### config.mk
export PLATFORM = sky130hd
export DESIGN_NAME = mem_byte_sequencer_flat
export DESIGN_NICKNAME = d
export VERILOG_FILES = /design/src/rtl/mem_byte_sequencer_if.sv /design/src/rtl/mem_byte_sequencer.sv /design/src/flat_wrapper.sv
export SDC_FILE = /design/constraint.sdc
export NUM_CORES = 1
export LEC_CHECK = 0
export ABC_AREA = 1
export CAP_MARGIN = 20
export CORE_MARGIN = 3
export CORE_UTILIZATION = 36
export DETAILED_ROUTE_END_ITERATION = 8
export MAX_ROUTING_LAYER = met4
export PLACE_DENSITY = 0.67
export SYNTH_ARGS = -nofsm -noshare
export SYNTH_HDL_FRONTEND = slang
export SYNTH_SLANG_ARGS = --single-unit
### constraint.sdc
create_clock -name clk -period 3.2 [get_ports clk]
set_input_delay 0.64 -clock clk [delete_from_list [all_inputs] [get_ports clk]]
set_output_delay 0.64 -clock clk [all_outputs]
set_load 0.01 [all_outputs]
### src/rtl/mem_byte_sequencer_if.sv
// Byte-wide req/ack memory bus between the memory-stage sequencer and data memory.
//   bus_req   : byte transfer request (master -> slave)
//   bus_we    : 1 = write byte
//   bus_addr  : byte address of the current transfer
//   bus_wdata : write byte
//   bus_rdata : read byte (slave -> master)
//   bus_ack   : transfer accepted/completed this cycle
interface mem_byte_sequencer_if;
   logic        bus_req;
   logic        bus_we;
   logic [31:0] bus_addr;
   logic [7:0]  bus_wdata;
   logic [7:0]  bus_rdata;
   logic        bus_ack;

   modport master (
      output bus_req, bus_we, bus_addr, bus_wdata,
      input  bus_rdata, bus_ack
   );

   modport slave (
      input  bus_req, bus_we, bus_addr, bus_wdata,
      output bus_rdata, bus_ack
   );
endinterface

### src/rtl/mem_byte_sequencer.sv
// Data-memory access stage: turns a byte/half/word load or store from the
// decoder into big-endian byte transfers on an 8-bit req/ack bus, stalls the
// core while the access is in flight and returns extended load data.
//   clk, rst          : clock (rising edge), async active-high reset
//   valid             : memory-stage instruction valid
//   MemRead, MemWrite : size codes 0=none 1=byte 2=half 3=word
//   addr, wdata       : byte address and right-justified store data
//   rdata             : registered load result, held until next completed load
//   stall             : freeze upstream pipeline
//   done, fault       : one-cycle completion / error pulses
//   bus               : byte memory bus (master side)
module mem_byte_sequencer #(
   parameter bit SIGN_EXT = 1'b1,
   parameter int TIMEOUT  = 16
) (
   input  logic                        clk,
   input  logic                        rst,
   input  logic                        valid,
   input  logic [1:0]                  MemRead,
   input  logic [1:0]                  MemWrite,
   input  logic [31:0]                 addr,
   input  logic [31:0]                 wdata,
   output logic [31:0]                 rdata,
   output logic                        stall,
   output logic                        done,
   output logic                        fault,
   mem_byte_sequencer_if.master        bus
);

   localparam int TW   = (TIMEOUT > 1) ? $clog2(TIMEOUT + 1) : 1;
   localparam int TLIM = (TIMEOUT > 0) ? TIMEOUT - 1 : 0;
   localparam logic [TW-1:0] TLIM_V = TW'(TLIM);

   typedef enum logic [1:0] {IDLE, XFER, DONE} state_t;

   state_t        state, state_nx;
   logic [1:0]    k_q, last_q, size_q;
   logic          dir_q;
   logic [31:0]   addr_q, wdata_q, asm_q;
   logic [31:0]   asm_nx;
   logic [TW-1:0] tcnt_q;
   logic          fault_q;

   logic          req, both, aligned, legal, illegal, accept, expire;
   logic [1:0]    size_in;

   // Sign/zero extension of the assembled load value by access size.
   function automatic logic [31:0] load_ext(input logic [31:0] raw, input logic [1:0] sz);
      logic signed [7:0]  b;
      logic signed [15:0] h;
      logic signed [31:0] r;
      b = raw[7:0];
      h = raw[15:0];
      case (sz)
         2'd1:    r = SIGN_EXT ? 32'(b) : {24'd0, raw[7:0]};
         2'd2:    r = SIGN_EXT ? 32'(h) : {16'd0, raw[15:0]};
         default: r = raw;
      endcase
      return r;
   endfunction

   // sel counts bytes from the least significant end, so big-endian index k
   // of an N-byte access maps to sel = (N-1) - k.
   function automatic logic [7:0] store_byte(input logic [31:0] w, input logic [1:0] sel);
      case (sel)
         2'd0:    return w[7:0];
         2'd1:    return w[15:8];
         2'd2:    return w[23:16];
         default: return w[31:24];
      endcase
   endfunction

   // Request decode
   assign size_in = (MemRead != 2'd0) ? MemRead : MemWrite;
   assign req     = valid && ((MemRead != 2'd0) || (MemWrite != 2'd0));
   assign both    = (MemRead != 2'd0) && (MemWrite != 2'd0);
   assign aligned = (size_in == 2'd3) ? (addr[1:0] == 2'b00) :
                    (size_in == 2'd2) ? (addr[0] == 1'b0) : 1'b1;
   assign legal   = req && !both && aligned;
   assign illegal = req && !legal;
   assign expire  = (TIMEOUT > 0) && (tcnt_q == TLIM_V);
   assign asm_nx  = {asm_q[23:0], bus.bus_rdata};
   assign fault   = fault_q;

   always_comb begin
      state_nx      = state;
      accept        = 1'b0;
      stall         = 1'b0;
      done          = 1'b0;
      bus.bus_req   = 1'b0;
      bus.bus_we    = 1'b0;
      bus.bus_addr  = 32'd0;
      bus.bus_wdata = 8'd0;
      case (state)
         IDLE: begin
            if (legal) begin
               stall    = 1'b1;
               accept   = 1'b1;
               state_nx = XFER;
            end
         end
         XFER: begin
            stall         = 1'b1;
            bus.bus_req   = 1'b1;
            bus.bus_we    = dir_q;
            bus.bus_addr  = addr_q + {30'd0, k_q};
            bus.bus_wdata = store_byte(wdata_q, last_q - k_q);
            if (bus.bus_ack) begin
               if (k_q == last_q) state_nx = DONE;
            end else if (expire) begin
               state_nx = IDLE;
            end
         end
         DONE: begin
            done     = 1'b1;
            state_nx = IDLE;
         end
         default: state_nx = IDLE;
      endcase
      if (rst) stall = 1'b0;
   end

   // Control state
   always_ff @(posedge clk or posedge rst) begin
      if (rst) begin
         state   <= IDLE;
         k_q     <= 2'd0;
         tcnt_q  <= '0;
         fault_q <= 1'b0;
         rdata   <= 32'd0;
      end else begin
         state   <= state_nx;
         fault_q <= ((state == IDLE) && illegal) ||
                    ((state == XFER) && !bus.bus_ack && expire);
         if (accept) begin
            k_q    <= 2'd0;
            tcnt_q <= '0;
         end else if (state == XFER) begin
            if (bus.bus_ack) begin
               tcnt_q <= '0;
               if (k_q != last_q) k_q <= k_q + 2'd1;
               else if (!dir_q)   rdata <= load_ext(asm_nx, size_q);
            end else begin
               tcnt_q <= tcnt_q + 1'b1;
            end
         end
      end
   end

   // Latched access descriptor and load assembly
   always_ff @(posedge clk) begin
      if (accept) begin
         addr_q  <= addr;
         wdata_q <= wdata;
         size_q  <= size_in;
         dir_q   <= (MemWrite != 2'd0);
         last_q  <= (size_in == 2'd3) ? 2'd3 : size_in - 2'd1;
      end
      if ((state == XFER) && bus.bus_ack && !dir_q) asm_q <= asm_nx;
   end

endmodule

### src/flat_wrapper.sv
// flat-port wrapper written by rule: the top's interface ports become plain ports
module mem_byte_sequencer_flat 
#(
   parameter bit SIGN_EXT = 1'b1,
   parameter int TIMEOUT  = 16
)
  (clk, rst, valid, MemRead, MemWrite, addr, wdata, rdata, stall, done, fault, bus_bus_req, bus_bus_we, bus_bus_addr, bus_bus_wdata, bus_bus_rdata, bus_bus_ack);
  mem_byte_sequencer_if bus_i ();
  input  logic clk;
  input  logic rst;
  input  logic valid;
  input  logic [1:0] MemRead;
  input  logic [1:0] MemWrite;
  input  logic [31:0] addr;
  input  logic [31:0] wdata;
  output logic [31:0] rdata;
  output logic stall;
  output logic done;
  output logic fault;
  output wire logic [$bits(bus_i.bus_req)-1:0] bus_bus_req;
  output wire logic [$bits(bus_i.bus_we)-1:0] bus_bus_we;
  output wire logic [$bits(bus_i.bus_addr)-1:0] bus_bus_addr;
  output wire logic [$bits(bus_i.bus_wdata)-1:0] bus_bus_wdata;
  input wire logic [$bits(bus_i.bus_rdata)-1:0] bus_bus_rdata;
  input wire logic [$bits(bus_i.bus_ack)-1:0] bus_bus_ack;
  assign bus_bus_req = bus_i.bus_req;
  assign bus_bus_we = bus_i.bus_we;
  assign bus_bus_addr = bus_i.bus_addr;
  assign bus_bus_wdata = bus_i.bus_wdata;
  assign bus_i.bus_rdata = bus_bus_rdata;
  assign bus_i.bus_ack = bus_bus_ack;
  mem_byte_sequencer #(.SIGN_EXT(SIGN_EXT), .TIMEOUT(TIMEOUT)) u_core (.clk(clk), .rst(rst), .valid(valid), .MemRead(MemRead), .MemWrite(MemWrite), .addr(addr), .wdata(wdata), .rdata(rdata), .stall(stall), .done(done), .fault(fault), .bus(bus_i));
endmodule
==> metrics.txt, run 1 <==
CP peak stage delay=510 ps; sequential-to-total area share from yosys stat=0.606; Synth Area in XOR/XNOR=0.0124; Max FO, Critical Path=11; Critical Setup Path Class=reg2out; Slew @ Worst Pin=788 ps; VDD IR max=0.434 mV; Core ar.=0.0169 mm2; Initial Util=0.375; Initial DRC Count=323; RSZ-0062 raised after global routing=yes; CP Cell Sequence=ha_1 -> clkinvlp_4 -> o21ai_0 -> nand3_1 -> nand2_1 -> inv_1 -> clkdlybuf4s50_1; Worst setup SP type=register; Sinks on Clock Net=135; complex-gate fraction of the synthesized area=0.0600; achievable frequency=317 MHz; CP arrival=2520 ps; CTS root buf=clkbuf_16; I/O pin cnt=157; vias in the first global route=5081; CTS H-tree lvls=4; Synth Area in Adders=0.0209; synth unique cells=31; number of antenna-violating nets in the routed design=0; crit path time final=3160 ps; met2 wire length=7.71 mm; TritonRoute pass-1 iters=5; Int Pwr=4630 uW; CTS Buf Count=17; clk_lat worst skew=410 ps; first-pass GRT wire length=26.7 mm; vias per cell=4.70; Die H=139 um; Crit. End Element=output port; WP data required=2560 ps; post-route cell area=0.00897 mm2; initial antenna violation count=2; worst setup margin=42.9 ps; highest routed layer=met4; Clock Pin Slew Worst Setup and Hold Paths=60 ps; synthesized cell area=0.00634 mm2; CTS tree=built; Leak=0.00373 uW; status=finished clean; Seq pwr share=0.361; Post-Place Setup Slack=-274 ps; area added between synthesis and finish=41.4%; largest net degree at the start of global routing=58; wl on met1=7.57 mm; part of the power in the clock network=0.301; YS warnings=0; simple-gate share of the synthesized area=0.243; die area=0.0193 mm2; clock skew=6.34 ps; final period utilization=0.987; metal3 WL=960 um; gpl congestion=0.905; drt total wl=16.5 mm; Cell Pwr Density=746 mW/mm2; path category of the worst min-delay check=reg2reg; Synth Instances=671; Hold Violations, Final=0; DRC=0; Fillers=1511; switching share of power=0.308; Final #Nets=937; fraction of layout cells with a size suffix above 1=0.0896; slowest CP cell=ha_1; placed inst area=0.00824 mm2; max-cap violations=0; Slew Limit Fails=0; Rel. slew slack=0.473; switching pwr=2060 uW; top cell type's share of synthesized area=0.440; Synth Net Count=761; vias=5082; HPWL Detailed=12.1 mm; # rows=47; setup violators final=0; hold-fix buffer count after cts=0; #FFs+latches synth=135; worst hold slack=444 ps; GRT overflow=0; wire per inst=15.3 um; top cells by area, synth=edfxtp_1, dfrtp_1, nand2_1; mux share of post-synthesis cell area=0; Synth area leader=edfxtp_1; syn_area_per_cell=9.45 um2; main combinational cell family by area after synthesis=simple AND/OR/NAND/NOR gates; power consumption=6690 uW; CTS Buffer Depth=2; Port Buffer Count=156; Die X=139 um; GR Util All Layers=0.180; combinational power share=0.339
kinds of logic (layout without fill, tap and decap cells):
kind of cell	after synthesis	count (layout)
AOI/OAI and AO/OA	61	61
adders and majority gates	10	10
and+or+nand+nor	368	368
other	0	2
DFF	135	135
xor gates and xnor gates	9	9
buffers and inverters	88	276
state kept, by name, summed over array words and instances, names as in the netlist, 5 cells and up:
name            flops
u_core.rdata       32
u_core.wdata_q     32
u_core.addr_q      32
u_core.asm_q       24
u_core.tcnt_q       5
critical path, delay by kind of cell (launching register included):
family	cells	cell delay (ps)
buffers and inverters	3	810
AO/OA/AOI/OAI	1	210
adder cells (fa/ha/maj)	1	510
AND/OR/NAND/NOR	2	160
flip-flops	1	410
synth_stat cells:
| master | number |
|---|---|
| edfxtp_1 | 93 |
| buf_6 | 3 |
| buf_2 | 7 |
| xnor2_1 | 6 |
| nand2_2 | 1 |
| xor2_1 | 3 |
| inv_1 | 67 |
| fa_1 | 1 |
| buf_1 | 1 |
| nor3_2 | 1 |
| and2_1 | 1 |
| dfrtp_1 | 42 |
| clkbuf_1 | 7 |
| ha_1 | 9 |
| nand4_1 | 1 |
| nand3_1 | 73 |
| nor3b_1 | 1 |
| nor2_4 | 1 |
| nand3b_1 | 9 |
| nor2_1 | 94 |
| a31oi_1 | 1 |
| nand2_1 | 179 |
| a21oi_1 | 9 |
| buf_4 | 1 |
| inv_2 | 2 |
| a31oi_2 | 1 |
| o31a_1 | 1 |
| o21ai_0 | 24 |
| or2_2 | 2 |
| nor3_1 | 5 |
| o21a_1 | 25 |
routing by layer:
metal | global-route usage | vias to the layer above
li1 | - | 2564
met5 | - | -
met1 | 0.234 | 2354
met4 | 0.0541 | 0
met3 | 0.0534 | 20
met2 | 0.276 | 144
layout make-up:
type,count,area [um2],share of cell area
flip-flops and latches,135,3840,0.429
multi-input cells,448,2210,0.246
repair buffers,174,1750,0.195
clock buffers,17,425,0.0474
well taps,220,275,0.0307
inverters,69,267,0.0297
clock inverters,14,181,0.0202
repair inverters,2,15.0,0.00167
diodes,2,5.00,0.000558
final timing paths:
kind	startpoint	to	slack (ps)	cells past startpoint
min reg2reg	u_core.asm_q[9]$_DFFE_PP_	u_core.asm_q[17]$_DFFE_PP_	440	0
max	u_core.k_q[0]$_DFFE_PP0P_	bus_bus_wdata[2]	40	7
min	u_core.asm_q[9]$_DFFE_PP_	u_core.asm_q[17]$_DFFE_PP_	440	0
max reg2reg	u_core.size_q[1]$_DFFE_PP_	u_core.rdata[24]$_DFFE_PP0P_	930	6
min in group asynchronous	rst	u_core.rdata[9]$_DFFE_PP0P_	720	3
max in group asynchronous	rst	u_core.k_q[1]$_DFFE_PP0P_	2060	3
power by group through the flow:
stage               registers (uW)  logic [uW]  clock network [uW]
floorplan                     2500        1010                   0
global placement              2440        2230                   0
detailed placement            2450        2250                   0
CTS                           2420        2280                2060
global route                  2460        2500                2140
finish                        2410        2270                2010
per-stage QoR:
stage	cells	util	setup TNS (ps)
CTS	1077	0.525	0
global route	1081	0.530	-826
floorplan	671	-	0
global placement	1044	0.487	-260
detailed placement	1044	0.487	-274
finish	1081	0.530	0
placed cells by master, fill, tap and decap left out, types with 9 or more instances in the layout:
master             n
inv_1             65
o21ai_0           24
nand3b_1           9
clkbuf_16         17
clkdlybuf4s50_1  140
nand3_1           71
edfxtp_1          93
dfrtp_1           41
buf_4             15
nor2_1            87
nand2_1          174
o21a_1            25
timing repair:
action	4_1_cts	5_1_grt
resized for setup	22	19
pin swaps	1	3
setup buffers	2	0
endpoints found under the hold margin	0	0
cloned	0	2
setup endpoints to repair	26	26
Note: power is estimated with default switching activity, not from simulation.
==> run 2, diff against run 1 <==
GPL_TIMING_DRIVEN = 0   (was not set)
==> metrics.txt, run 2 (synthesis results as in run 1) <==
Rel. slew slack=0.612 (+0.139); GR Util All Layers=0.189 (+0.00889); vias=5248 (+3.3%); largest net degree at the start of global routing=32 (-45%); first-pass GRT wire length=27.8 mm (+4.4%); Crit. End Element=output port; power consumption=6950 uW (+3.8%); DRC=0 (unchanged); Hold Crit Start=u_core.asm_q[13]$_DFFE_PP_; # rows=47 (unchanged); most common cell after layout, fill and taps aside=nand2_1; Core ar.=0.0169 mm2 (unchanged); GRT overflow=0 (unchanged); slowest CP cell=clkdlybuf4s50_1; TritonRoute pass-1 iters=5 (unchanged); Slew @ Worst Pin=582 ps (-206 ps); fraction of layout cells with a size suffix above 1=0.113 (+0.0235); status=finished clean; CTS tree=built; Top Registers=u_core.addr_q: 32 flops, u_core.rdata: 32 flops, u_core.wdata_q: 32 flops; initial antenna violation count=0 (-2); Cell Pwr Density=758 mW/mm2 (+1.5%); max-cap violations=0 (unchanged); Hold Violations, Final=0 (unchanged); VDD IR max=0.415 mV (-4.4%); wire per inst=16.0 um (+4.4%); Initial Util=0.375 (unchanged); CP Cell Sequence=ha_1 -> nand3_1 -> nand2_2 -> nand2_4 -> nor2_4 -> inv_1 -> a21oi_1 -> clkdlybuf4s50_1; dpl cells=1051 (+0.67%); I/O pin cnt=157 (unchanged); CTS Buffer Depth=2 (unchanged); Final #Nets=952 (+1.6%); Die X=139 um (unchanged); vias per cell=4.79 (+1.9%); crit path time final=3110 ps (-51.8 ps); path category of the worst min-delay check=reg2reg; clock skew=6.64 ps (+0.293 ps); die area=0.0193 mm2 (unchanged); Initial DRC Count=438 (+36%); Sinks on Clock Net=135 (unchanged); CTS Buf Count=17 (unchanged); delay-heaviest family, CP=buffers and inverters; Cell Count, Final, Fillers Out=1095 (+1.3%); setup violators final=0 (unchanged); commonest cells after routing, fill and taps aside=nand2_1, clkdlybuf4s50_1, edfxtp_1; drt total wl=17.5 mm (+5.7%); CP Buf/Inv Count=2 (-1); vias in the first global route=5271 (+3.7%); achievable frequency=322 MHz (+1.7%); WP data required=2560 ps (about the same); Ant. Diodes=0 (-2); setup tns final=0 ps (unchanged); CTS root buf=clkbuf_16; gpl congestion=0.974 (+7.6%); Reg2Reg Launch Point=u_core.state[0]$_DFFE_PP0P_; Slew Limit Fails=0 (unchanged); final period utilization=0.970 (-0.0162); HPWL Detailed=13.0 mm (+7.3%); Clock Pin Slew Worst Setup and Hold Paths=60 ps (about the same); number of antenna-violating nets in the routed design=0 (unchanged); Critical Setup Path Class=reg2out; Port Buffer Count=156 (unchanged); clk_lat worst skew=420 ps (about the same); CTS H-tree lvls=4 (unchanged); Leak=0.00384 uW (+3.0%); Max FO, Critical Path=4 (-7); Die H=139 um (unchanged); area added between synthesis and finish=44.6%; Worst setup startpoint=u_core.addr_q[1]$_DFFE_PP_; CP peak stage delay=560 ps (+50 ps); Reg2Reg Setup Slack=1170 ps (+240 ps); Worst setup SP type=register; CP arrival=2470 ps (-50 ps)
==> run 2: cell types whose count changed in the layout (fill, tap and decap cells not counted), sizes merged, moves of 2 or more <==
cell	previous run	this run
clkinv	8	3
inv	68	71
clkinvlp	5	3
buf	18	30
diode	2	0
clkbuf	17	26
dlygate4sd2	7	5
==> run 2: what timing repair did <==
item	CTS	global route
endpoints found under the setup margin	28	25
hold buffers	0	0
setup buffers	7	5
resized for setup	39	34
endpoints found under the hold margin	0	0
pin swaps	3	5
==> run 2: worst paths after layout <==
check,cells past startpoint,end
min in group asynchronous,2,u_core.tcnt_q[3]$_DFFE_PP0P_
max in group asynchronous,3,u_core.rdata[3]$_DFFE_PP0P_
max reg2reg,5,u_core.wdata_q[26]$_DFFE_PP_
min reg2reg,0,u_core.asm_q[21]$_DFFE_PP_
min,0,u_core.asm_q[21]$_DFFE_PP_
max,8,bus_bus_addr[9]
==> run 2: where the power goes <==
group          leakage (uW)  switching, uW  internal (uW)
Sequential          0.00137            188           2210
Clock              0.000310            779           1400
Combinational       0.00216           1190           1180
Total               0.00384           2160           4790
==> run 2: routing by layer <==
layer	up-vias	global-route usage	wire, um
li1	2591	-	-
met1	2459	0.247	7870
met2	175	0.297	8320
met3	23	0.0486	979
met4	0	0.0505	308
met5	-	-	0
==> run 2: final cells by class <==
type	instances	area [um2]
Buffer	19	134
Clock buffer	19	433
Clock inverter	13	220
Fill cell	1495	7760
Inverter	69	263
Multi-Input combinational cell	448	2260
Sequential cell	135	3840
Tap cell	220	275
Timing Repair Buffer	172	1740
==> run 2: worst reg2reg max path, stage by stage, from the launching register on <==
cell and delay (ps):
dfrtp_1 410, nor2_1 300, nand3_4 180, clkinvlp_4 350
buf_12 240, buf_12 240
==> run 2: stage by stage <==
stage | hold WS, ps | util | worst slack, ps | instance area, um2
finish | 451 | 0.542 | 94.7 | 9170
global route | 457 | 0.542 | -9.81 | 9170
CTS | 449 | 0.535 | 14.6 | 9060
detailed placement | 433 | 0.488 | -539 | 8270
global placement | 425 | 0.483 | -1230 | 8180
floorplan | 420 | - | 197 | 6350
==> run 3, diff against run 2 <==
clock period = 4 ns   (was 3.2 ns; I/O delays follow)
==> metrics.txt, run 3 (synthesis results as in run 1) <==
status=finished clean; hold-fix buffer count after cts=0 (unchanged); CP arrival=2920 ps (+450 ps); Top Registers=u_core.addr_q: 32 flops, u_core.rdata: 32 flops, u_core.wdata_q: 32 flops; vias per cell=4.76 (-0.60%); Initial Util=0.375 (unchanged); wire per inst=15.5 um (-2.8%); number of antenna-violating nets in the routed design=0 (unchanged); achievable frequency=269 MHz; Ant. Diodes=0 (unchanged); Crit. End Element=output port; Worst setup SP type=register; fraction of layout cells with a size suffix above 1=0.0685 (-0.0446); Slew Limit Fails=0 (unchanged); drt total wl=16.8 mm (-4.1%); Die H=139 um (unchanged); Die X=139 um (unchanged); CTS Buffer Depth=2 (unchanged); first-pass GRT wire length=26.7 mm (-4.2%); Fillers=1563 (+4.5%); Final Util=0.524 (-0.0171); I/O pin cnt=157 (unchanged); power consumption=5380 uW (-23%); TritonRoute pass-1 iters=5 (unchanged); most used cell, CP=nand2_1; CTS Buf Count=17 (unchanged); CP Cell Sequence=ha_1 -> fa_2 -> nand2_1 -> nor2_2 -> nand2_1 -> nor2_1 -> nand3_1 -> nand2_1 -> nand2_1 -> nor2_1 -> clkdlybuf4s50_1; Sequential Area=0.00384 mm2 (unchanged); Final #Nets=938 (-1.5%); WP data required=3200 ps (+640 ps); RSZ-0062 raised after global routing=no; # rows=47 (unchanged); GRT overflow=0 (unchanged); vias in the first global route=5127 (-2.7%); initial antenna violation count=0 (unchanged); DRC=0 (unchanged); setup violators final=0 (unchanged); vias=5150 (-1.9%); die area=0.0193 mm2 (unchanged); Rel. slew slack=0.386 (-0.226); CTS root buf=clkbuf_16; worst setup margin=278 ps (+183 ps); Clock Pin Slew Worst Setup and Hold Paths=60 ps (about the same); path category of the worst min-delay check=reg2reg; CTS tree=built; Sinks on Clock Net=135 (unchanged); largest net degree at the start of global routing=72 (+130%); Initial DRC Count=410 (-6.4%); max-cap violations=0 (unchanged); CTS H-tree lvls=4 (unchanged); slowest CP cell=clkdlybuf4s50_1; Post-Place Setup Slack=-73.7 ps (+466 ps); commonest cells after routing, fill and taps aside=nand2_1, clkdlybuf4s50_1, edfxtp_1; final period utilization=0.930; GR Util All Layers=0.180 (-0.00934); area occupied by multi-input gates=0.00216 mm2 (-4.5%); Cell Pwr Density=606 mW/mm2 (-20%); worst hold slack=448 ps (-2.95 ps); Port Buffer Count=156 (unchanged); Leak=0.00357 uW (-7.0%); clk_lat worst skew=410 ps (about the same); Hold Violations, Final=0 (unchanged); most common cell after layout, fill and taps aside=nand2_1; Core ar.=0.0169 mm2 (unchanged); CP Buf/Inv Count=1 (-1); Critical Setup Path Class=reg2out; Max FO, Critical Path=4 (unchanged); HPWL Detailed=12.5 mm (-4.0%); gpl congestion=0.959 (-1.5%); VDD IR max=0.369 mV (-11%); delay-heaviest family, CP=simple AND/OR/NAND/NOR gates; Slew @ Worst Pin=921 ps (+340 ps); CP peak stage delay=550 ps (about the same); setup tns final=0 ps (unchanged); clock skew=4.50 ps (-2.14 ps); area added between synthesis and finish=40.0%; crit path time final=3720 ps
run 3: power by group:
group | internal [uW] | switching (uW)
clock network | 1050 | 610
logic | 892 | 905
registers | 1770 | 155
total | 3710 | 1670
run 3: final timing paths:
kind	startpoint	end	slack, ps	depth (start not counted)
setup / recovery	u_core.k_q[0]$_DFFE_PP0P_	bus_bus_addr[20]	280	11
hold / removal	u_core.asm_q[8]$_DFFE_PP_	u_core.asm_q[16]$_DFFE_PP_	450	0
setup reg to reg	u_core.size_q[1]$_DFFE_PP_	u_core.rdata[15]$_DFFE_PP0P_	1980	7
hold reg to reg	u_core.asm_q[8]$_DFFE_PP_	u_core.asm_q[16]$_DFFE_PP_	450	0
max in group asynchronous	rst	u_core.rdata[11]$_DFFE_PP0P_	2980	3
min in group asynchronous	rst	u_core.fault$_DFF_PP0_	600	2
run 3: repair_timing:
| action | CTS | global route |
|---|---|---|
| buffers inserted | 0 | 0 |
| endpoints found under the setup margin | 1 | 2 |
| resized for setup | 1 | 6 |
| hold endpoints to repair | 0 | 0 |
run 3: through the flow:
stage          area [um2]  instances
4_1_cts              8860       1081
2_1_floorplan        6340        671
6_report             8880       1081
3_3_place_gp         8180       1047
3_5_place_dp         8230       1049
5_1_grt              8880       1081
run 3: worst register-to-register path, delay by kind of cell, from the launching register on:
family | cells | cell delay, ps
adder cells (fa/ha/maj) | 1 | 290
AO/OA/AOI/OAI | 2 | 530
flip-flops | 1 | 400
AND/OR/NAND/NOR | 2 | 220
buffers and inverters | 2 | 480
run 3: area by class of cell:
cell class / count / area share
buffer: 19 / 0.0120
tap: 220 / 0.0310
sequential: 135 / 0.433
clock buffer: 17 / 0.0479
inverter: 69 / 0.0294
clock inverter: 15 / 0.0224
timing repair buffer: 158 / 0.181
multi-input combinational: 448 / 0.243
run 3: layer usage:
layer / share of wire / vias up / global-route usage
met3: 0.058 / 14 / 0.0376
li1: - / 2572 / -
met2: 0.48 / 176 / 0.285
met4: 0.013 / 0 / 0.0536
met1: 0.45 / 2388 / 0.235
met5: 0 / - / -
